$ cat src/rtl/link_bert_sequencer_if.sv
// link_bert_sequencer_if
//   Connects the BER sequencer to the word-align/PRBS7 checker datapath.
//   Signals:
//     dp_reset      sequencer -> datapath  datapath reset (active-high)
//     dp_bypass     sequencer -> datapath  registered bit-map bypass request
//     dp_aligned    datapath -> sequencer  word alignment status
//     dp_err_count  datapath -> sequencer  per-cycle PRBS error count
//   Modports: master = sequencer side, slave = datapath side.
interface link_bert_sequencer_if #(
  parameter int ERR_W = 7
);
  logic             dp_reset;
  logic             dp_bypass;
  logic             dp_aligned;
  logic [ERR_W-1:0] dp_err_count;

  modport master (
    output dp_reset,
    output dp_bypass,
    input  dp_aligned,
    input  dp_err_count
  );

  modport slave (
    input  dp_reset,
    input  dp_bypass,
    output dp_aligned,
    output dp_err_count
  );
endinterface

$ cat src/rtl/link_bert_sequencer.sv
// link_bert_sequencer
//   Brings up the 64-bit word-align/PRBS7-check datapath and runs timed BER
//   windows: pulses the datapath reset, waits for alignment (timeout +
//   retry limit), requires alignment to hold for a settle period, then
//   accumulates per-cycle error counts over windows and reports per-window
//   and cumulative totals.
//
//   Ports:
//     clk, reset           clock; synchronous active-high reset
//     start                begin a run (acted on only in IDLE/FAIL)
//     stop                 abort to IDLE from any state (highest priority)
//     continuous           1: back-to-back windows, 0: single window
//     bypass_cfg           bypass request, registered onto dp.dp_bypass
//     window_len[23:0]     window length, latched on MEASURE entry (0 -> 1)
//     dp                   datapath link (link_bert_sequencer_if.master)
//     state[2:0]           FSM state (debug/status)
//     busy, link_ok        run-in-progress / link-settled status
//     win_valid            one-cycle result pulse (see below)
//     win_errors, tot_errors, win_count, retry_count   results
//
//   Optional feature macro: BER_THRESH_EN adds err_thresh[ACC_W-1:0] input
//   and sticky thresh_trip output; a window over threshold forces a datapath
//   re-bring-up (under the normal retry limit) instead of continuing.
//
//   Result handshake: win_valid is a valid-only strobe with no ready; it is
//   high for exactly the one REPORT cycle, and win_errors/tot_errors/
//   win_count already hold that window's values during that cycle.
module link_bert_sequencer #(
  parameter int RST_CYCLES    = 16,
  parameter int ALIGN_TIMEOUT = 65536,
  parameter int SETTLE_CYCLES = 256,
  parameter int MAX_RETRIES   = 3,
  parameter int ERR_W         = 7,
  parameter int ACC_W         = 32
) (
  input  logic             clk,
  input  logic             reset,
  input  logic             start,
  input  logic             stop,
  input  logic             continuous,
  input  logic             bypass_cfg,
  input  logic [23:0]      window_len,
  link_bert_sequencer_if.master dp,
`ifdef BER_THRESH_EN
  input  logic [ACC_W-1:0] err_thresh,
  output logic             thresh_trip,
`endif
  output logic [2:0]       state,
  output logic             busy,
  output logic             link_ok,
  output logic             win_valid,
  output logic [ACC_W-1:0] win_errors,
  output logic [ACC_W-1:0] tot_errors,
  output logic [15:0]      win_count,
  output logic [3:0]       retry_count
);

  typedef enum logic [2:0] {
    S_IDLE       = 3'd0,
    S_RESET_DP   = 3'd1,
    S_WAIT_ALIGN = 3'd2,
    S_SETTLE     = 3'd3,
    S_MEASURE    = 3'd4,
    S_REPORT     = 3'd5,
    S_FAIL       = 3'd6
  } state_e;

  function automatic logic [ACC_W-1:0] sat_add(input logic [ACC_W-1:0] a,
                                               input logic [ACC_W-1:0] b);
    logic [ACC_W:0] s;
    s = {1'b0, a} + {1'b0, b};
    return s[ACC_W] ? '1 : s[ACC_W-1:0];
  endfunction

  state_e           state_q, state_d;
  logic [31:0]      cnt_q, cnt_d;          // shared phase cycle counter
  logic [23:0]      win_last_q, win_last_d; // latched window length - 1
  logic [ACC_W-1:0] acc_q, acc_d;
  logic [ACC_W-1:0] win_errors_q, win_errors_d;
  logic [ACC_W-1:0] tot_errors_q, tot_errors_d;
  logic [15:0]      win_count_q, win_count_d;
  logic [3:0]       retry_q, retry_d;
  logic             dp_bypass_q;

  logic [ACC_W-1:0] acc_sum;
  logic             retry_req;
  logic             enter_measure;
  logic             trip_hit;

  assign acc_sum = sat_add(acc_q, {{(ACC_W-ERR_W){1'b0}}, dp.dp_err_count});

  // Window over threshold is judged on the reported sum during REPORT.
  always_comb begin
    trip_hit = 1'b0;
`ifdef BER_THRESH_EN
    trip_hit = (state_q == S_REPORT) && (win_errors_q > err_thresh);
`endif
  end

  always_comb begin
    state_d       = state_q;
    cnt_d         = cnt_q;
    win_last_d    = win_last_q;
    acc_d         = acc_q;
    win_errors_d  = win_errors_q;
    tot_errors_d  = tot_errors_q;
    win_count_d   = win_count_q;
    retry_d       = retry_q;
    retry_req     = 1'b0;
    enter_measure = 1'b0;

    if (stop) begin
      state_d = S_IDLE;
      cnt_d   = '0;
    end else begin
      case (state_q)
        S_IDLE, S_FAIL: begin
          if (start) begin
            state_d      = S_RESET_DP;
            cnt_d        = '0;
            tot_errors_d = '0;
            win_count_d  = '0;
            retry_d      = '0;
          end
        end
        S_RESET_DP: begin
          if (cnt_q == 32'(RST_CYCLES - 1)) begin
            state_d = S_WAIT_ALIGN;
            cnt_d   = '0;
          end else begin
            cnt_d = cnt_q + 32'd1;
          end
        end
        S_WAIT_ALIGN: begin
          if (dp.dp_aligned) begin
            state_d = S_SETTLE;
            cnt_d   = '0;
          end else if (cnt_q == 32'(ALIGN_TIMEOUT - 1)) begin
            retry_req = 1'b1;
          end else begin
            cnt_d = cnt_q + 32'd1;
          end
        end
        S_SETTLE: begin
          // A drop restarts the alignment wait with a fresh timeout but does
          // not consume a retry.
          if (!dp.dp_aligned) begin
            state_d = S_WAIT_ALIGN;
            cnt_d   = '0;
          end else if (cnt_q == 32'(SETTLE_CYCLES - 1)) begin
            enter_measure = 1'b1;
          end else begin
            cnt_d = cnt_q + 32'd1;
          end
        end
        S_MEASURE: begin
          if (!dp.dp_aligned) begin
            retry_req = 1'b1;
          end else begin
            acc_d = acc_sum;
            if (cnt_q == {8'd0, win_last_q}) begin
              // Results are published on the edge into REPORT so they are
              // already valid alongside win_valid.
              state_d      = S_REPORT;
              cnt_d        = '0;
              win_errors_d = acc_sum;
              tot_errors_d = sat_add(tot_errors_q, acc_sum);
              win_count_d  = win_count_q + 16'd1;
            end else begin
              cnt_d = cnt_q + 32'd1;
            end
          end
        end
        S_REPORT: begin
          if (trip_hit)        retry_req     = 1'b1;
          else if (continuous) enter_measure = 1'b1;
          else                 state_d       = S_IDLE;
        end
        default: begin
          state_d = S_IDLE;
          cnt_d   = '0;
        end
      endcase
    end

    if (enter_measure) begin
      state_d    = S_MEASURE;
      cnt_d      = '0;
      acc_d      = '0;
      win_last_d = (window_len == 24'd0) ? 24'd0 : window_len - 24'd1;
    end

    if (retry_req) begin
      cnt_d = '0;
      if (retry_q < 4'(MAX_RETRIES)) begin
        retry_d = retry_q + 4'd1;
        state_d = S_RESET_DP;
      end else begin
        state_d = S_FAIL;
      end
    end
  end

  always_ff @(posedge clk) begin
    if (reset) begin
      state_q      <= S_IDLE;
      cnt_q        <= '0;
      win_last_q   <= '0;
      acc_q        <= '0;
      win_errors_q <= '0;
      tot_errors_q <= '0;
      win_count_q  <= '0;
      retry_q      <= '0;
      dp_bypass_q  <= 1'b0;
    end else begin
      state_q      <= state_d;
      cnt_q        <= cnt_d;
      win_last_q   <= win_last_d;
      acc_q        <= acc_d;
      win_errors_q <= win_errors_d;
      tot_errors_q <= tot_errors_d;
      win_count_q  <= win_count_d;
      retry_q      <= retry_d;
      dp_bypass_q  <= bypass_cfg;
    end
  end

`ifdef BER_THRESH_EN
  logic thresh_trip_q, thresh_trip_d;

  always_comb begin
    thresh_trip_d = thresh_trip_q;
    if (!stop) begin
      if ((state_q == S_IDLE || state_q == S_FAIL) && start) thresh_trip_d = 1'b0;
      else if (trip_hit)                                    thresh_trip_d = 1'b1;
    end
  end

  always_ff @(posedge clk) begin
    if (reset) thresh_trip_q <= 1'b0;
    else       thresh_trip_q <= thresh_trip_d;
  end

  assign thresh_trip = thresh_trip_q;
`endif

  assign dp.dp_reset  = (state_q == S_RESET_DP);
  assign dp.dp_bypass = dp_bypass_q;
  assign state        = state_q;
  assign busy         = (state_q != S_IDLE) && (state_q != S_FAIL);
  assign link_ok      = (state_q == S_MEASURE) || (state_q == S_REPORT);
  assign win_valid    = (state_q == S_REPORT);
  assign win_errors   = win_errors_q;
  assign tot_errors   = tot_errors_q;
  assign win_count    = win_count_q;
  assign retry_count  = retry_q;

endmodule

$ cat src/flat_wrapper.sv
// flat-port wrapper written by rule: the top's interface ports become plain ports
module link_bert_sequencer_flat 
#(
  parameter int RST_CYCLES    = 16,
  parameter int ALIGN_TIMEOUT = 65536,
  parameter int SETTLE_CYCLES = 256,
  parameter int MAX_RETRIES   = 3,
  parameter int ERR_W         = 7,
  parameter int ACC_W         = 32
)
  (clk, reset, start, stop, continuous, bypass_cfg, window_len, state, busy, link_ok, win_valid, win_errors, tot_errors, win_count, retry_count, dp_dp_reset, dp_dp_bypass, dp_dp_aligned, dp_dp_err_count);
  link_bert_sequencer_if #(.ERR_W(ERR_W)) dp_i ();
  input  logic clk;
  input  logic reset;
  input  logic start;
  input  logic stop;
  input  logic continuous;
  input  logic bypass_cfg;
  input  logic [23:0] window_len;
  output logic [2:0] state;
  output logic busy;
  output logic link_ok;
  output logic win_valid;
  output logic [ACC_W-1:0] win_errors;
  output logic [ACC_W-1:0] tot_errors;
  output logic [15:0] win_count;
  output logic [3:0] retry_count;
  output wire logic [$bits(dp_i.dp_reset)-1:0] dp_dp_reset;
  output wire logic [$bits(dp_i.dp_bypass)-1:0] dp_dp_bypass;
  input wire logic [$bits(dp_i.dp_aligned)-1:0] dp_dp_aligned;
  input wire logic [$bits(dp_i.dp_err_count)-1:0] dp_dp_err_count;
  assign dp_dp_reset = dp_i.dp_reset;
  assign dp_dp_bypass = dp_i.dp_bypass;
  assign dp_i.dp_aligned = dp_dp_aligned;
  assign dp_i.dp_err_count = dp_dp_err_count;
  link_bert_sequencer #(.RST_CYCLES(RST_CYCLES), .ALIGN_TIMEOUT(ALIGN_TIMEOUT), .SETTLE_CYCLES(SETTLE_CYCLES), .MAX_RETRIES(MAX_RETRIES), .ERR_W(ERR_W), .ACC_W(ACC_W)) u_core (.clk(clk), .reset(reset), .start(start), .stop(stop), .continuous(continuous), .bypass_cfg(bypass_cfg), .window_len(window_len), .dp(dp_i), .state(state), .busy(busy), .link_ok(link_ok), .win_valid(win_valid), .win_errors(win_errors), .tot_errors(tot_errors), .win_count(win_count), .retry_count(retry_count));
endmodule
$ cat config.mk
export PLATFORM = sky130hd
export DESIGN_NAME = link_bert_sequencer_flat
export DESIGN_NICKNAME = d
export VERILOG_FILES = /design/src/rtl/link_bert_sequencer_if.sv /design/src/rtl/link_bert_sequencer.sv /design/src/flat_wrapper.sv
export SDC_FILE = /design/constraint.sdc
export NUM_CORES = 1
export LEC_CHECK = 0
export ABC_AREA = 1
export BUFFER_PORTS_ARGS = -buffer_cell sky130_fd_sc_hd__buf_2
export CORE_MARGIN = 1
export CORE_UTILIZATION = 55
export CTS_BUF_LIST = sky130_fd_sc_hd__clkbuf_4 sky130_fd_sc_hd__clkbuf_8 sky130_fd_sc_hd__clkbuf_16
export CTS_CLUSTER_DIAMETER = 200
export DETAILED_ROUTE_END_ITERATION = 10
export PLACE_DENSITY = 0.79
export SYNTH_ARGS = -nofsm -noshare
export SYNTH_HDL_FRONTEND = slang
export SYNTH_SLANG_ARGS = --single-unit
$ cat constraint.sdc
create_clock -name clk -period 9.8 [get_ports clk]
set_input_delay 0.98 -clock clk [delete_from_list [all_inputs] [get_ports clk]]
set_output_delay 0.98 -clock clk [all_outputs]
set_load 0.005 [all_outputs]
==> flow_metrics.py <==
metrics = {
    "outcome": {
        "status": "finished clean",
    },
    "clock_network": {
        "ctsResizeCount": 0,
        "clockRootBuffer": "clkbuf_16",
        "cts_made_buffers": 17,
        "clkSlewWorstSetupHoldPaths_ns": 0.07,
        "cts_hold_buf": 0,
        "cts_max_path_buffers": 2,
        "insertion_delay_ns": 0.45,
        "cts_tree": "yes",
        "cts_setup_buffers": 0,
        "htreeDepth": 4,
        "cts.sinks": 176,
    },
    "drt": {
        "vias_per_cell": 5.431,
        "drt-total-wl_um": 36750,
        "drtAntennaViolNets": 0,
        "first_pass_iters": 6,
        "drcViolationCount": 0,
        "vias": 12860,
        "wire_per_inst_um": 15.52,
        "drtIter0Drc": 1053,
    },
    "pwr": {
        "leakagePower_nw": 6.719,
        "ir_worst_vdd_uv": 131.4,
        "power_density_nw_per_um2": 134.8,
    },
    "synthesis": {
        "synthTopCellsByCount": "nand2_1, nor2_1, inv_1, dfxtp_1, nand3_1",
        "ys_top_cells_by_area": "dfxtp_1, nand2_1, nor2_1, inv_1, nand3_1",
        "yosysTopAreaCellShare_pct": 29.08,
        "syn_avg_cell_area_um2": 6.117,
        "synthArstFlopShare_pct": 0,
        "syn_area_um2": 12120,
        "syn-num-nets": 2064,
        "yosysWarningCount": 0,
        "netlist_instances": 1981,
        "synth-edff-count": 0,
        "synth.most_common_cell": "nand2_1",
        "synth_cell_types": 41,
        "yosysTopAreaCell": "dfxtp_1",
        "synth-main-ff-cell": "dfxtp_1",
        "yosysSeqAreaShare_pct": 29.08,
        "ys_ff_latch": 176,
    },
    "placed_design": {
        "dp_hpwl_um": 28160,
        "io_buffers": 129,
        "gp_congestion": 0.9498,
    },
    "finish": {
        "fin_nets": 2163,
        "fill_cells": 2017,
        "syn_to_final_growth_pct": 10.80,
        "drive_above_1_share_pct": 10.89,
        "insertedDiodeCount": 0,
        "final_util_pct": 63.08,
    },
    "global_routing": {
        "grt_pass1_vias": 11526,
        "grtUsageTotal_pct": 32.84,
        "antenna_found_initial": 0,
        "overflow": 0,
        "grt_pass1_wl_um": 57970,
        "grt_max_degree": 76,
    },
    "die": {
        "fp.dieArea_um2": 22630,
        "pin_count": 130,
        "rows": 53,
        "die_w_um": 150.4,
        "die_h_um": 150.4,
        "fp.coreArea_um2": 21290,
        "start_util_pct": 56.93,
    },
    "timing": {
        "finalHoldViolCount": 0,
        "whs_ns": 0.4672,
        "finalClockSkew_ns": 0.01392,
        "min_period_ns": 5.514,
        "tns_ns": 0,
        "slew_violations": 0,
        "worstMarginPinSlew_ns": 1.207,
        "clock.fmax_ghz": 0.1814,
        "finalCritPeriodShare_pct": 56.26,
        "setup_viol_count_final": 0,
        "slew_headroom_pct": 19.36,
        "rsz0062_at_grt": "no",
    },
    "setup_path": {
        "arrival_ns": 5.81,
        "worstSetupEndpointType": "flop",
        "crit_fanout": 44,
        "path_class": "in -> reg",
        "worst_ep_required_time_ns": 10.10,
        "startpoint_type": "input port",
    },
    "worst_hold_path": {
        "hold_class": "reg -> reg",
    },
    "flow_run": {
        "max_cap_viol_count": 0,
    },
}
[cells by family (layout without fill, tap and decap cells)]
group	Yosys count	after routing	synth area share (%)
XOR/XNOR	72	72	5.204
AO/OA/AOI/OAI	242	242	10.52
adder cells (fa/ha/maj)	45	45	4.770
buffers and inverters	315	427	10.48
flip-flops	176	176	29.08
AND/OR/NAND/NOR	1131	1131	39.95
[critical path, cell delays in order]
cell,delay [ns]
buf_2,0.08
ha_1,0.18
fa_1,0.26
nand3_1,0.10
nand2_1,0.13
nand2_1,0.08
nand2_2,0.17
nand4_2,0.94
nand3_1,0.68
ha_1,0.36
nand2_1,0.14
inv_1,0.06
a21oi_1,0.18
nor2_1,0.06
nor2_1,0.15
nand2_1,0.07
a21oi_1,0.61
buf_4,0.32
nand3_1,0.09
nand2_1,0.06
a21oi_1,0.08
[cells in the final DEF (no fill, tap or decap), drive strengths merged, types with 5 or more instances in the layout]
master	count
nand2	601
nor2	304
inv	269
dfxtp	176
buf	134
nand3	123
o21ai	115
a21oi	92
xor2	54
ha	43
nor3	39
nand4	26
clkbuf	20
xnor2	18
o22ai	14
a31oi	14
nand3b	12
or2	10
nor4	5
and3	5
[flip-flops by register name, indices dropped and copies added (netlist names)]
signal / cells
u_core.tot_errors: 32
u_core.win_errors: 32
u_core.dp.dp_bypass: 1
u_core.state: 3
u_core.retry_count: 4
u_core.win_count: 16
u_core.cnt_q: 32
u_core.acc_q: 32
u_core.win_last_q: 24
[worst paths after layout]
check                        startpoint               endpoint  slack (ns)  depth (start not counted)
hold reg to reg   u_core.retry_count[3]  u_core.retry_count[3]        0.47                          2
setup / recovery     dp_dp_err_count[0]  u_core.tot_errors[30]        4.29                         21
setup reg to reg        u_core.acc_q[0]  u_core.tot_errors[30]        4.55                         20
hold / removal    u_core.retry_count[3]  u_core.retry_count[3]        0.47                          2
[where the power goes]
part	total [mW]	internal, mW	switching (mW)
combinational	0.358	0.104	0.254
clock	0.682	0.352	0.330
sequential	0.770	0.741	0.0289
[per-layer routing]
layer	GRT usage, %	vias to the layer above	share of wire, %
met5	0	-	0
met4	13.89	0	3.7
met3	4.606	81	6.3
met2	57.12	487	48
met1	40.33	5828	42
li1	-	6464	-
[final cells by class]
| type | count | area (µm²) | area share (%) |
|---|---|---|---|
| repair buffers | 134 | 683.2 | 5.088 |
| clock buffers | 20 | 460.4 | 3.429 |
| clock inverters | 12 | 111.4 | 0.8294 |
| well taps | 275 | 344.1 | 2.563 |
| flip-flops and latches | 176 | 3523 | 26.24 |
| inverters | 261 | 979.7 | 7.297 |
| multi-input cells | 1490 | 7325 | 54.55 |
[through the flow]
step	power, mW	cells	setup WS, ns	area, µm²
5_1_grt	1.892	2368	3.937	13430
6_report	1.810	2368	4.286	13430
2_1_floorplan	1.037	1981	5.601	12120
3_5_place_dp	1.138	2336	3.948	12850
4_1_cts	1.813	2368	4.391	13430
3_3_place_gp	1.135	2336	4.070	12850
No activity file was read; power rests on OpenSTA's default activity.
